$ cat config.mk
export PLATFORM = sky130hd
export DESIGN_NAME = counter_decoder
export DESIGN_NICKNAME = d
export VERILOG_FILES = /design/src/rtl/counter_pkg.sv /design/src/rtl/counter_step_classify.sv /design/src/rtl/counter_decoder.sv
export SDC_FILE = /design/constraint.sdc
export NUM_CORES = 1
export LEC_CHECK = 0
export ABC_CLOCK_PERIOD_IN_PS = 10100
export CORE_UTILIZATION = 58
export DETAILED_ROUTE_END_ITERATION = 10
export PLACE_DENSITY = 0.85
export SYNTH_ARGS = -nofsm -noshare
export SYNTH_HDL_FRONTEND = slang
export SYNTH_HIERARCHICAL = 1
export SYNTH_SLANG_ARGS = --single-unit
$ cat constraint.sdc
create_clock -name clk -period 10.1 [get_ports clk]
set_clock_uncertainty 0.05 [all_clocks]
set_input_delay 1.01 -clock clk [delete_from_list [all_inputs] [get_ports clk]]
set_output_delay 1.01 -clock clk [all_outputs]
set_load 0.005 [all_outputs]
$ cat src/rtl/counter_pkg.sv
// counter_pkg: shared types and constants for the counter decode path
package counter_pkg;
   typedef enum logic [1:0] {IDLE, TRACK, FAULT} dec_state_t;
   typedef enum logic [2:0] {HOLD, UP, DOWN, RESTART, ILLEGAL} step_t;
   localparam int DEF_WIDTH = 8;
   localparam logic [7:0] ERR_MAX = 8'd255;
endpackage

$ cat src/rtl/counter_step_classify.sv
// counter_step_classify: combinational step classifier between two counter samples
// Ports: prev (last sample), cnt_in (new sample) -> step class, wrap_up, wrap_down
module counter_step_classify
   import counter_pkg::*;
#(
   parameter int WIDTH = DEF_WIDTH
) (
   input  logic [WIDTH-1:0] prev,
   input  logic [WIDTH-1:0] cnt_in,
   output step_t            step,
   output logic             wrap_up,
   output logic             wrap_down
);
   logic [WIDTH-1:0] delta;
   // Priority order matters: 255->0 must read as UP and 0->0 as HOLD, never RESTART
   always_comb begin
      delta     = cnt_in - prev;
      step      = delta == '0 ? HOLD :
                  delta == WIDTH'(1) ? UP :
                  &delta ? DOWN :
                  cnt_in == '0 ? RESTART : ILLEGAL;
      wrap_up   = step == UP && &prev;
      wrap_down = step == DOWN && prev == '0;
   end
endmodule

$ cat src/rtl/counter_decoder.sv
// counter_decoder: recovers enable/direction from sampled counter values, flags wraps, restarts and illegal steps
// Ports: clk, rst (async active-low), cnt_in/cnt_valid in; step_valid, enable_out, direction_out,
//        wrap_up, wrap_down, restart, err pulses, locked level, err_count (saturating) out
module counter_decoder
   import counter_pkg::*;
#(
   parameter int WIDTH    = DEF_WIDTH,
   parameter int LOCK_LEN = 2
) (
   input  logic             clk,
   input  logic             rst,
   input  logic [WIDTH-1:0] cnt_in,
   input  logic             cnt_valid,
   output logic             step_valid,
   output logic             enable_out,
   output logic             direction_out,
   output logic             wrap_up,
   output logic             wrap_down,
   output logic             restart,
   output logic             err,
   output logic             locked,
   output logic [7:0]       err_count
);
   dec_state_t       state;
   logic [WIDTH-1:0] prev;
   logic [3:0]       run;
   step_t            step;
   logic             c_wrap_up;
   logic             c_wrap_down;
   counter_step_classify #(.WIDTH(WIDTH)) u_classify (
      .prev      (prev),
      .cnt_in    (cnt_in),
      .step      (step),
      .wrap_up   (c_wrap_up),
      .wrap_down (c_wrap_down)
   );
   assign locked = state == TRACK;
   always_ff @(posedge clk or negedge rst) begin
      if (!rst) begin
         state         <= IDLE;
         prev          <= '0;
         run           <= '0;
         step_valid    <= 1'b0;
         enable_out    <= 1'b0;
         direction_out <= 1'b0;
         wrap_up       <= 1'b0;
         wrap_down     <= 1'b0;
         restart       <= 1'b0;
         err           <= 1'b0;
         err_count     <= '0;
      end else begin
         step_valid <= 1'b0;
         wrap_up    <= 1'b0;
         wrap_down  <= 1'b0;
         restart    <= 1'b0;
         err        <= 1'b0;
         if (cnt_valid) begin
            prev <= cnt_in;
            if (state == IDLE) begin
               state <= TRACK;
            end else begin
               step_valid <= 1'b1;
               wrap_up    <= c_wrap_up;
               wrap_down  <= c_wrap_down;
               restart    <= step == RESTART;
               err        <= step == ILLEGAL;
               // ILLEGAL leaves both recovered controls untouched
               if (step == HOLD || step == RESTART) enable_out <= 1'b0;
               if (step == UP || step == DOWN) begin
                  enable_out    <= 1'b1;
                  direction_out <= step == UP;
               end
               if (step == ILLEGAL) begin
                  state     <= FAULT;
                  run       <= '0;
                  err_count <= err_count == ERR_MAX ? err_count : err_count + 8'd1;
               end else if (state == FAULT) begin
                  state <= run + 4'd1 == 4'(LOCK_LEN) ? TRACK : FAULT;
                  run   <= run + 4'd1 == 4'(LOCK_LEN) ? 4'd0 : run + 4'd1;
               end
            end
         end
      end
   end
endmodule

# After elaboration in Yosys (flattened, before gate mapping)
# Index checks and enable logic that the tools add are counted.
[op_classes] addsub=3 n_mul=0 n_div=0 n_lt_le_gt_ge=0 eq_ne=9 shift=0 n_mux=23 bitwise_logic=2 reduce_logical=19
[op_table] op="$logic_not 8->1" n=3
[op_table] op="$reduce_and 8->1" n=2
[op_table] op="$mux 1" n=12
[op_table] op="$mux 3" n=4
[op_table] op="$mux 4" n=3
[op_table] op="$reduce_and 3->1" n=3
[op_table] op="$add 8x1->8 const B" n=1
[op_table] op="$eq 8x1->1 const B" n=1
[op_table] op="$eq 8x8->1 const B" n=1
[op_table] op="$mux 2" n=4
[op_table] op="$sub 8x8->8" n=1
[op_table] op="$eq 3x2->1 const B" n=2
[op_table] op="$add 4x1->4 const B" n=1
[op_table] op="$eq 4x2->1 const B" n=1
[op_table] op="$reduce_and 4->1" n=1
[op_table] op="$reduce_bool 2->1" n=2
[op_table] op="$eq 3x1->1 const B" n=1
[op_table] op="$eq 3x3->1 const B" n=1
[op_table] op="$logic_not 3->1" n=1
[op_table] op="$reduce_bool 3->1" n=1
[op_table] op="$eq 2x1->1 const B" n=1
[op_table] op="$eq 2x2->1 const B" n=1
[op_table] op="$logic_and 1x1->1" n=2
[op_table] op="$logic_not 2->1" n=1
[op_table] op="3 further kinds" n=5
[totals] regBits=29 latch_bits=0 ram_bits=0 mem_bits_ro=0 word_cells=67 memories=0

# Longest topological paths before layout
# Gate-level depths: netlist of run 1.
[logic_depth] depth_word=9 depth_mapped=14

# Hierarchy
# The synthesis of run 1 kept the hierarchy.
[modules_own_cells] mod="counter_decoder" n_inst=1 cells_each=117 area_each_um2=1361.3
[modules_own_cells] mod="counter_step_classify" n_inst=1 cells_each=64 area_each_um2=484.2

# Worst setup path before layout of run 1
# OpenSTA, ideal clock, no wires.
[synth_path] path_type="input-to-reg" start="in cnt_in[0]" end="reg err_count[6]" arrival_ns=3.937 required_ns=9.925 slack_ns=5.988 cell_stages=14 path_buffers=0 path_cell_list="inv_1 -> ha_1 -> inv_1 -> fa_1 -> a211o_1 -> a31o_1 -> a21oi_2 -> xor2_1 -> and4b_4 -> o21ba_1 -> or3b_4 -> nor2_8 -> nand4_2 -> mux2_4"
[synth_between] elab_chain_len=7 word_cells_on_any_way=11 classes_between="1 x add/sub; 2 x eq/ne; 4 x mux; 4 x reduce/logical"
[synth_rtl] item="start: declaration" line="counter_decoder.sv:12" text="input logic [WIDTH-1:0] cnt_in,"
[synth_rtl] item="$sub 8x8->8 / $logic_not 8->1 (equally long branches)" line="counter_step_classify.sv:17, counter_step_classify.sv:21"
[synth_rtl] item="$reduce_and 8->1 / $mux 3 (equally long branches)" line="counter_step_classify.sv:20, counter_step_classify.sv:21"
[synth_rtl] item="$mux 3" line="counter_step_classify.sv:20" text="&delta ? DOWN :"
[synth_rtl] item="$mux 3" line="counter_step_classify.sv:19" text="delta == WIDTH'(1) ? UP :"
[synth_rtl] item="$mux 3 (*)" line="counter_step_classify.sv:18" text="step = delta == '0 ? HOLD :"
[synth_rtl] item="named net step[1]" line="counter_decoder.sv:27" text="step_t step;"
[synth_rtl] item="$eq 3x3->1 (*)" line="counter_decoder.sv:73" text="if (step == ILLEGAL) begin"
[synth_rtl] item="$reduce_and 4->1 (no line) (*)"
[synth_rtl] item="end signal: assignment" line="counter_decoder.sv:76" text="err_count <= err_count == ERR_MAX ? err_count : err_count + 8'd1;"
[synth_rtl] item="end: declaration" line="counter_decoder.sv:22" text="output logic [7:0] err_count"
# Mark *: on every way through the listed nets, which the timed path passes. The rest lies on a longest branch.
# A chain may end at the register's enable or synchronous reset.

# Final worst setup path of run 1
# Ends and elaborated chain as after synthesis.

==> results.md, run 1 <==
- Pwr/cell area: ~180 nW/um^2
- Chip height: 58.41 um
- Die Span X: ~58 um
- Required time worst endpoint: approximately 10000 ps
- Overflow after GRT: 0
- RSZ-0062 raised after global routing: no
- CTS tree: built
- Top sig layer: met4
- Static Leak: ~0.95 nW
- Outcome: completed
- XOR/XNOR Fraction of Synth Area: 0.05220
- Max cap viols: 0
- Slew @ Worst Pin: around 660 ps
- H-tree depth: 2
- Cell Area, Synth: between 1500 and 2000 sq um
- Crit path time final: about 4400 ps
- Ports: 27
- Mapped Nets: around 200
- Synthesized area per cell: slightly above 10 sq um
- DR WL/cell: 14.12 um
- Synth Area in Adders: 0.08542
- DP Area: 2161 sq um
- Final RePlAce weighted congestion: just over 0.8
- Final setup vio count: 0
- Initial DRC count: approximately 60
- Post-synthesis compound-gate area fraction: 0.1369
- Setup Slack @ Placement: ~5300 ps
- Met3 wire len: approximately 140 um
- Register area: slightly above 700 sq um
- Filler cell count: ~220
- Router iterations before antenna repair: 4
- M1 WL: between 1500 and 2000 um
- Share of the synthesized area in the top cell type: 0.3932
- Final WS setup: ~5700 ps
- Fin cells: 258
- Synth top area cells: dfrtp_1 (39%), ha_1 (7.5%), mux2_2 (4.9%)
- Worst EP arrival: around 4600 ps
- Number of flops mapped to enable cells by yosys: 0
- Post-synth cell types: 54
- Routed met2 length: about 1800 um
- Final Hold Viols: 0
- Total wire length: 3642 um
- Largest net degree at the start of global routing: 30
- GRT Overall Usage: 0.2414
- Drt via density: roughly 5.8
- First-pass GRT wire length: slightly above 6000 um
- Area growth, synth to finish: 19.86%
- Primary FF master, synth: dfrtp_1
- Hold WS: slightly below 500 ps
- CTS root buffer: clkbuf_4
- Maximum VDD drop: just over 0.08 mV
- Synth warn: 6
- Clk sink count: 29
- Layout cells sized above 1: 0.1168
- Detail Placement HPWL: ~2800 um
- Post-route cell area: 2212 sq um
- Worst-skew pair later-pin latency: approximately 330 ps
- Multi-input gate area: between 1000 and 1500 sq um
- TritonCTS buffer count: 5
- Ys async rst share: 1.000
- Total power: approximately 0.39 mW
- # rows: 20
- CP Launch Type: primary input
- Post-Syn Instances: between 150 and 200
- Final net count: roughly 240
- Main combinational cell family by area after synthesis: simple AND/OR/NAND/NOR gates
- Final core occ: 0.7306
- Max frequency: between 0.2 and 0.25 GHz
- Antenna cell count: 0
- DP Cell Count: between 200 and 300
- Slew headroom: 0.5574
- Final Cycle Share: 0.4383
- Hold crit path type: reg2reg
- IO buf count: 26
- Initial core utilization: 0.6095
- Post-synthesis sequential area ratio: 0.3932
- Simple-gate share of the synthesized area: 0.2278
- Vias in the first global route: 1442
- Critical Path Sink Type: register
- Die area: around 3400 sq um
- Initial antenna violation count: 0
- DRC violations left: 0
- CP max FO: 10
- Mux share of post-synthesis cell area: 0.07390
- Core Area: between 3000 and 4000 sq um
- Clk buf depth: 2
- Synth Register Bits: 29
- CTS clk-pin slew, worst paths: ~90 ps
- Yosys top cell by area: dfrtp_1
- Category of the most critical setup path: in2reg
- Number of post-CTS setup repair buffers: 0
- Vias: approximately 1500
- Setup TNS: 0 ps
- Antenna Nets Post-Route: 0
- Post-CTS Hold Buffers: 0
- Slew Limit Fails: 0
- CTS resizes: 0
worst paths after layout:
path	startpoint	end	slack, ps	cells past startpoint
max in group asynchronous	rst	prev[3]$_DFFE_PN0P_	8740	2
min in group asynchronous	rst	run[2]$_DFFE_PN0P_	990	2
hold reg to reg	err_count[0]$_DFFE_PN0P_	err_count[0]$_DFFE_PN0P_	480	1
hold / removal	err_count[0]$_DFFE_PN0P_	err_count[0]$_DFFE_PN0P_	480	1
setup / recovery	cnt_in[0]	err_count[6]$_DFFE_PN0P_	5670	15
setup reg to reg	prev[0]$_DFFE_PN0P_	err_count[6]$_DFFE_PN0P_	6430	13
synth_stat cells, types with 2 or more instances:
cell      instances
a21oi_1          11
and2_1            3
and3_1            6
and3b_1           2
clkbuf_1          2
dfrtp_1          29
ha_1             11
inv_1            13
mux2_2            8
mux2i_1           2
nand2_1           8
nand2b_1          2
nand3_1           4
nand4_1           5
nor2_1            6
nor2b_1           6
nor3_1            4
nor3b_1           2
nor4_1            3
o211ai_1          2
o21a_1            2
o21ai_0           4
o22ai_1           2
o31ai_1           3
o41ai_1           2
or4_1             2
xnor2_1           8
xor2_1            3
placed cells by master (no fill, tap or decap), types with 5 or more instances in the layout:
cell	synthesis	routed
and3_1	6	6
inv_1	13	13
clkdlybuf4s50_1	0	26
a21oi_1	11	11
dfrtp_1	29	29
xnor2_1	8	8
nor2_1	6	6
mux2_2	8	8
clkbuf_4	0	5
ha_1	11	11
nand4_1	5	5
nand2_1	8	8
nor2b_1	6	6
state kept, by name, indices dropped and copies added (netlist names):
signal	cells
direction_out	1
enable_out	1
err	1
err_count	8
prev	8
restart	1
run	4
state	2
step_valid	1
wrap_down	1
wrap_up	1
critical path, cell delays in order:
cell	delay, ps
clkdlybuf4s50_1	430
inv_1	100
ha_1	150
inv_1	50
fa_1	390
a211o_1	290
a31o_1	220
a21oi_2	140
xor2_1	240
and4b_4	300
o21ba_1	220
or3b_4	470
nor2_8	170
nand4_2	120
mux2_4	300
cells by family (layout without fill, tap and decap cells):
logic type | after synthesis | in the layout
buffers and inverters | 15 | 48
adders and majority gates | 12 | 12
DFF | 29 | 29
xor gates and xnor gates | 11 | 11
and+or+nand+nor | 65 | 65
AOI/OAI and AO/OA | 37 | 37
muxes | 12 | 12
routing by layer:
metal | up-vias | global-route usage
met2 | 41 | 0.4154
met4 | 0 | 0.1156
met1 | 728 | 0.2841
li1 | 725 | -
met3 | 11 | 0.05714
met5 | - | 0
final cells by class:
cell class / count / share of cell area
Clock buffer: 6 / 0.01867
Multi-Input combinational cell: 137 / 0.4808
Timing Repair Buffer: 27 / 0.1210
Clock inverter: 2 / 0.004525
Inverter: 13 / 0.02206
Sequential cell: 29 / 0.3281
Tap cell: 44 / 0.02489
where the power goes:
group	internal, mW	total, mW	switching (mW)
clock network	0.0264	0.0677	0.0413
registers	0.140	0.171	0.0309
logic	0.0808	0.148	0.0676
No activity file was read; power rests on OpenSTA's default activity.
==> run 2, diff against run 1 <==
--- a/config.mk
+++ b/config.mk
@@ -5,10 +5,10 @@
 export SDC_FILE = /design/constraint.sdc
 export NUM_CORES = 1
 export LEC_CHECK = 0
-export ABC_CLOCK_PERIOD_IN_PS = 10100
-export CORE_UTILIZATION = 58
+export ABC_CLOCK_PERIOD_IN_PS = 4350
+export CORE_UTILIZATION = 54
 export DETAILED_ROUTE_END_ITERATION = 10
-export PLACE_DENSITY = 0.85
+export PLACE_DENSITY = 0.8
 export SYNTH_ARGS = -nofsm -noshare
 export SYNTH_HDL_FRONTEND = slang
 export SYNTH_HIERARCHICAL = 1
==> constraint.sdc (replaced) <==
create_clock -name clk -period 4.35 [get_ports clk]
set_clock_uncertainty 0.05 [all_clocks]
set_input_delay 0.435 -clock clk [delete_from_list [all_inputs] [get_ports clk]]
set_output_delay 0.435 -clock clk [all_outputs]
set_load 0.005 [all_outputs]
==> run 2 against run 1 <==
  * Critical path type unchanged
  * Largest cell class unchanged
  * Die area grew 7.1%
  * Sequential cell count unchanged
  * Setup slack got worse by 5300 ps
  * Via count fell by 0.27%
  * Hold slack got worse by 54 ps
  * Global-route usage up 0.75 points
==> results.md, run 2 (synthesis results as in run 1) <==
- Slew @ Worst Pin: approximately 660 ps
- Most common cell after layout, fill and taps aside: dfrtp_1
- Slew headroom: 0.5586
- Largest net degree at the start of global routing: 30
- Required time worst endpoint: around 4500 ps
- Static Leak: 0.9559 nW
- Maximum VDD drop: ~0.29 mV
- CTS tree: built
- Top sig layer: met4
- Initial core utilization: 0.5853
- Total wire length: just under 4000 um
- # rows: 20
- Antenna Nets Post-Route: 0
- Largest stage delay on the critical path: about 490 ps
- CP Cell Sequence: clkdlybuf4s50_1, inv_1, ha_1, inv_1, fa_1, a211o_1, a31o_1, a21oi_2, xor2_1, and4b_4, nor3_1, or3b_4, nor2_8, nand4_2, mux2_4
- Outcome: completed
- Post-CTS Hold Buffers: 0
- Ports: 27
- CTS resizes: 0
- Worst r2r src: prev[0]$_DFFE_PN0P_
- Chip height: between 60 and 70 um
- Setup TNS: 0 ps
- Crit path time final: just under 4000 ps
- Detail Placement HPWL: ~3000 um
- Die Span X: slightly above 60 um
- Final RePlAce weighted congestion: between 0.8 and 0.9
- Worst EP arrival: 4110 ps
- DP Area: around 2200 sq um
- Max cap viols: 0
- Final Cycle Share: 0.9039
- CTS root buffer: clkbuf_4
- Clk sink count: 29
- Hold crit path type: in2async
- Vias: ~1500
- Hold WS: ~430 ps
- Post-route cell area: around 2200 sq um
- Initial DRC count: 52
- Vias in the first global route: 1463
- Largest regs: err_count x8, prev x8, run x4
- Reg2reg end: err_count[6]$_DFFE_PN0P_
- Final Hold Viols: 0
- Highest-count cells in the layout ignoring fill and taps: dfrtp_1 (29), clkdlybuf4s50_1 (26), inv_1 (13)
- Max frequency: ~0.25 GHz
- CP Launch Type: primary input
- M1 WL: between 1500 and 2000 um
- Critical Path Sink Type: register
- DR WL/cell: between 10 and 15 um
- CP bufs+invs: 3
- TritonCTS buffer count: 5
- Overflow after GRT: 0
- Drt via density: just under 6
- Final setup vio count: 0
- DRC violations left: 0
- Worst-skew pair later-pin latency: about 330 ps
- Clk buf depth: 2
- Core Area: 3153 sq um
- Slowest cell on crit path: or3b_4
- Layout cells sized above 1: 0.1215
- Met3 wire len: 153 um
- IO buf count: 26
- Filler cell count: 249
- Number of post-CTS setup repair buffers: 0
- Crit path max-delay family: simple AND/OR/NAND/NOR gates
- Category of the most critical setup path: in2reg
- GRT Overall Usage: 0.2489
- Slew Limit Fails: 0
- Die area: ~3700 sq um
- Cell mode on critical path: inv_1
- CTS clk-pin slew, worst paths: approximately 90 ps
- CP max FO: 10
- R2r setup slk: 610 ps
- H-tree depth: 2
- Pwr/cell area: approximately 420 nW/um^2
- Antenna cell count: 0
- Initial antenna violation count: 0
- Area growth, synth to finish: 20.88%
- Final net count: about 240
- Final core occ: 0.7075
- RSZ-0062 raised after global routing: no
- Reg2reg path depth: 13
- Router iterations before antenna repair: 4
- Routed met2 length: 1929 um
- First-pass GRT wire length: approximately 6600 um
[run 2: cell count changes in the layout (fill, tap and decap cells not counted), sizes merged]
cell,change
clkinv,-1
clkbuf,+1
[run 2: worst reg2reg max path: cells and delay by family, from the launching register on]
family | cells | cell delay [ps]
flip-flops | 1 | 420
adder cells (fa/ha/maj) | 2 | 570
buffers and inverters | 1 | 50
multiplexers | 1 | 310
AND/OR/NAND/NOR | 5 | 1470
AO/OA/AOI/OAI | 3 | 670
XOR/XNOR | 1 | 110
[run 2: how the worst max path moves through the flow]
stage	start	endpoint	depth (start not counted)	slack [ps]
after floorplan	cnt_in[0]	err_count[6]$_DFFE_PN0P_	14	810
after global placement	cnt_in[0]	err_count[6]$_DFFE_PN0P_	15	270
after detailed placement	cnt_in[0]	err_count[6]$_DFFE_PN0P_	15	100
after CTS	cnt_in[0]	err_count[6]$_DFFE_PN0P_	15	460
after global routing	cnt_in[0]	err_count[6]$_DFFE_PN0P_	15	290
final	cnt_in[0]	err_count[6]$_DFFE_PN0P_	15	420
[run 2: report_power, final]
part	internal (mW)	leakage, nW	switching (mW)
clock network	0.0935	0.0413	0.0936
registers	0.325	0.358	0.0697
logic	0.187	0.556	0.161
[run 2: layer usage]
layer | vias up | GRT usage
li1 | 735 | -
met1 | 724 | 0.3068
met2 | 35 | 0.4286
met3 | 7 | 0.05757
met4 | 0 | 0.08766
met5 | - | 0
[run 2: through the flow]
step / power [mW] / instances / worst slack [ps]
6_report: 0.9306 / 258 / 418.0
5_1_grt: 0.9985 / 258 / 292.9
3_5_place_dp: 0.7497 / 250 / 101.6
2_1_floorplan: 0.5978 / 181 / 813.4
4_1_cts: 0.9376 / 258 / 455.7
3_3_place_gp: 0.7275 / 250 / 266.4
[run 2: cell type report]
class | count | area [sq um] | share of cell area
multi-input combinational | 137 | 1064 | 0.4767
sequential | 29 | 725.7 | 0.3253
timing repair buffer | 27 | 267.8 | 0.1200
clock buffer | 7 | 65.06 | 0.02916
tap | 44 | 55.05 | 0.02468
inverter | 13 | 48.80 | 0.02187
clock inverter | 1 | 5.005 | 0.002243
==> run 3, diff against run 2 <==
--- a/config.mk
+++ b/config.mk
@@ -7,6 +7,7 @@
 export LEC_CHECK = 0
 export ABC_CLOCK_PERIOD_IN_PS = 4350
 export CORE_UTILIZATION = 54
+export CTS_CLUSTER_DIAMETER = 120
 export DETAILED_ROUTE_END_ITERATION = 10
 export PLACE_DENSITY = 0.8
 export SYNTH_ARGS = -nofsm -noshare
==> results of run 3 <==
Same layout as run 2: the final DEF is identical, and so are final timing and power.
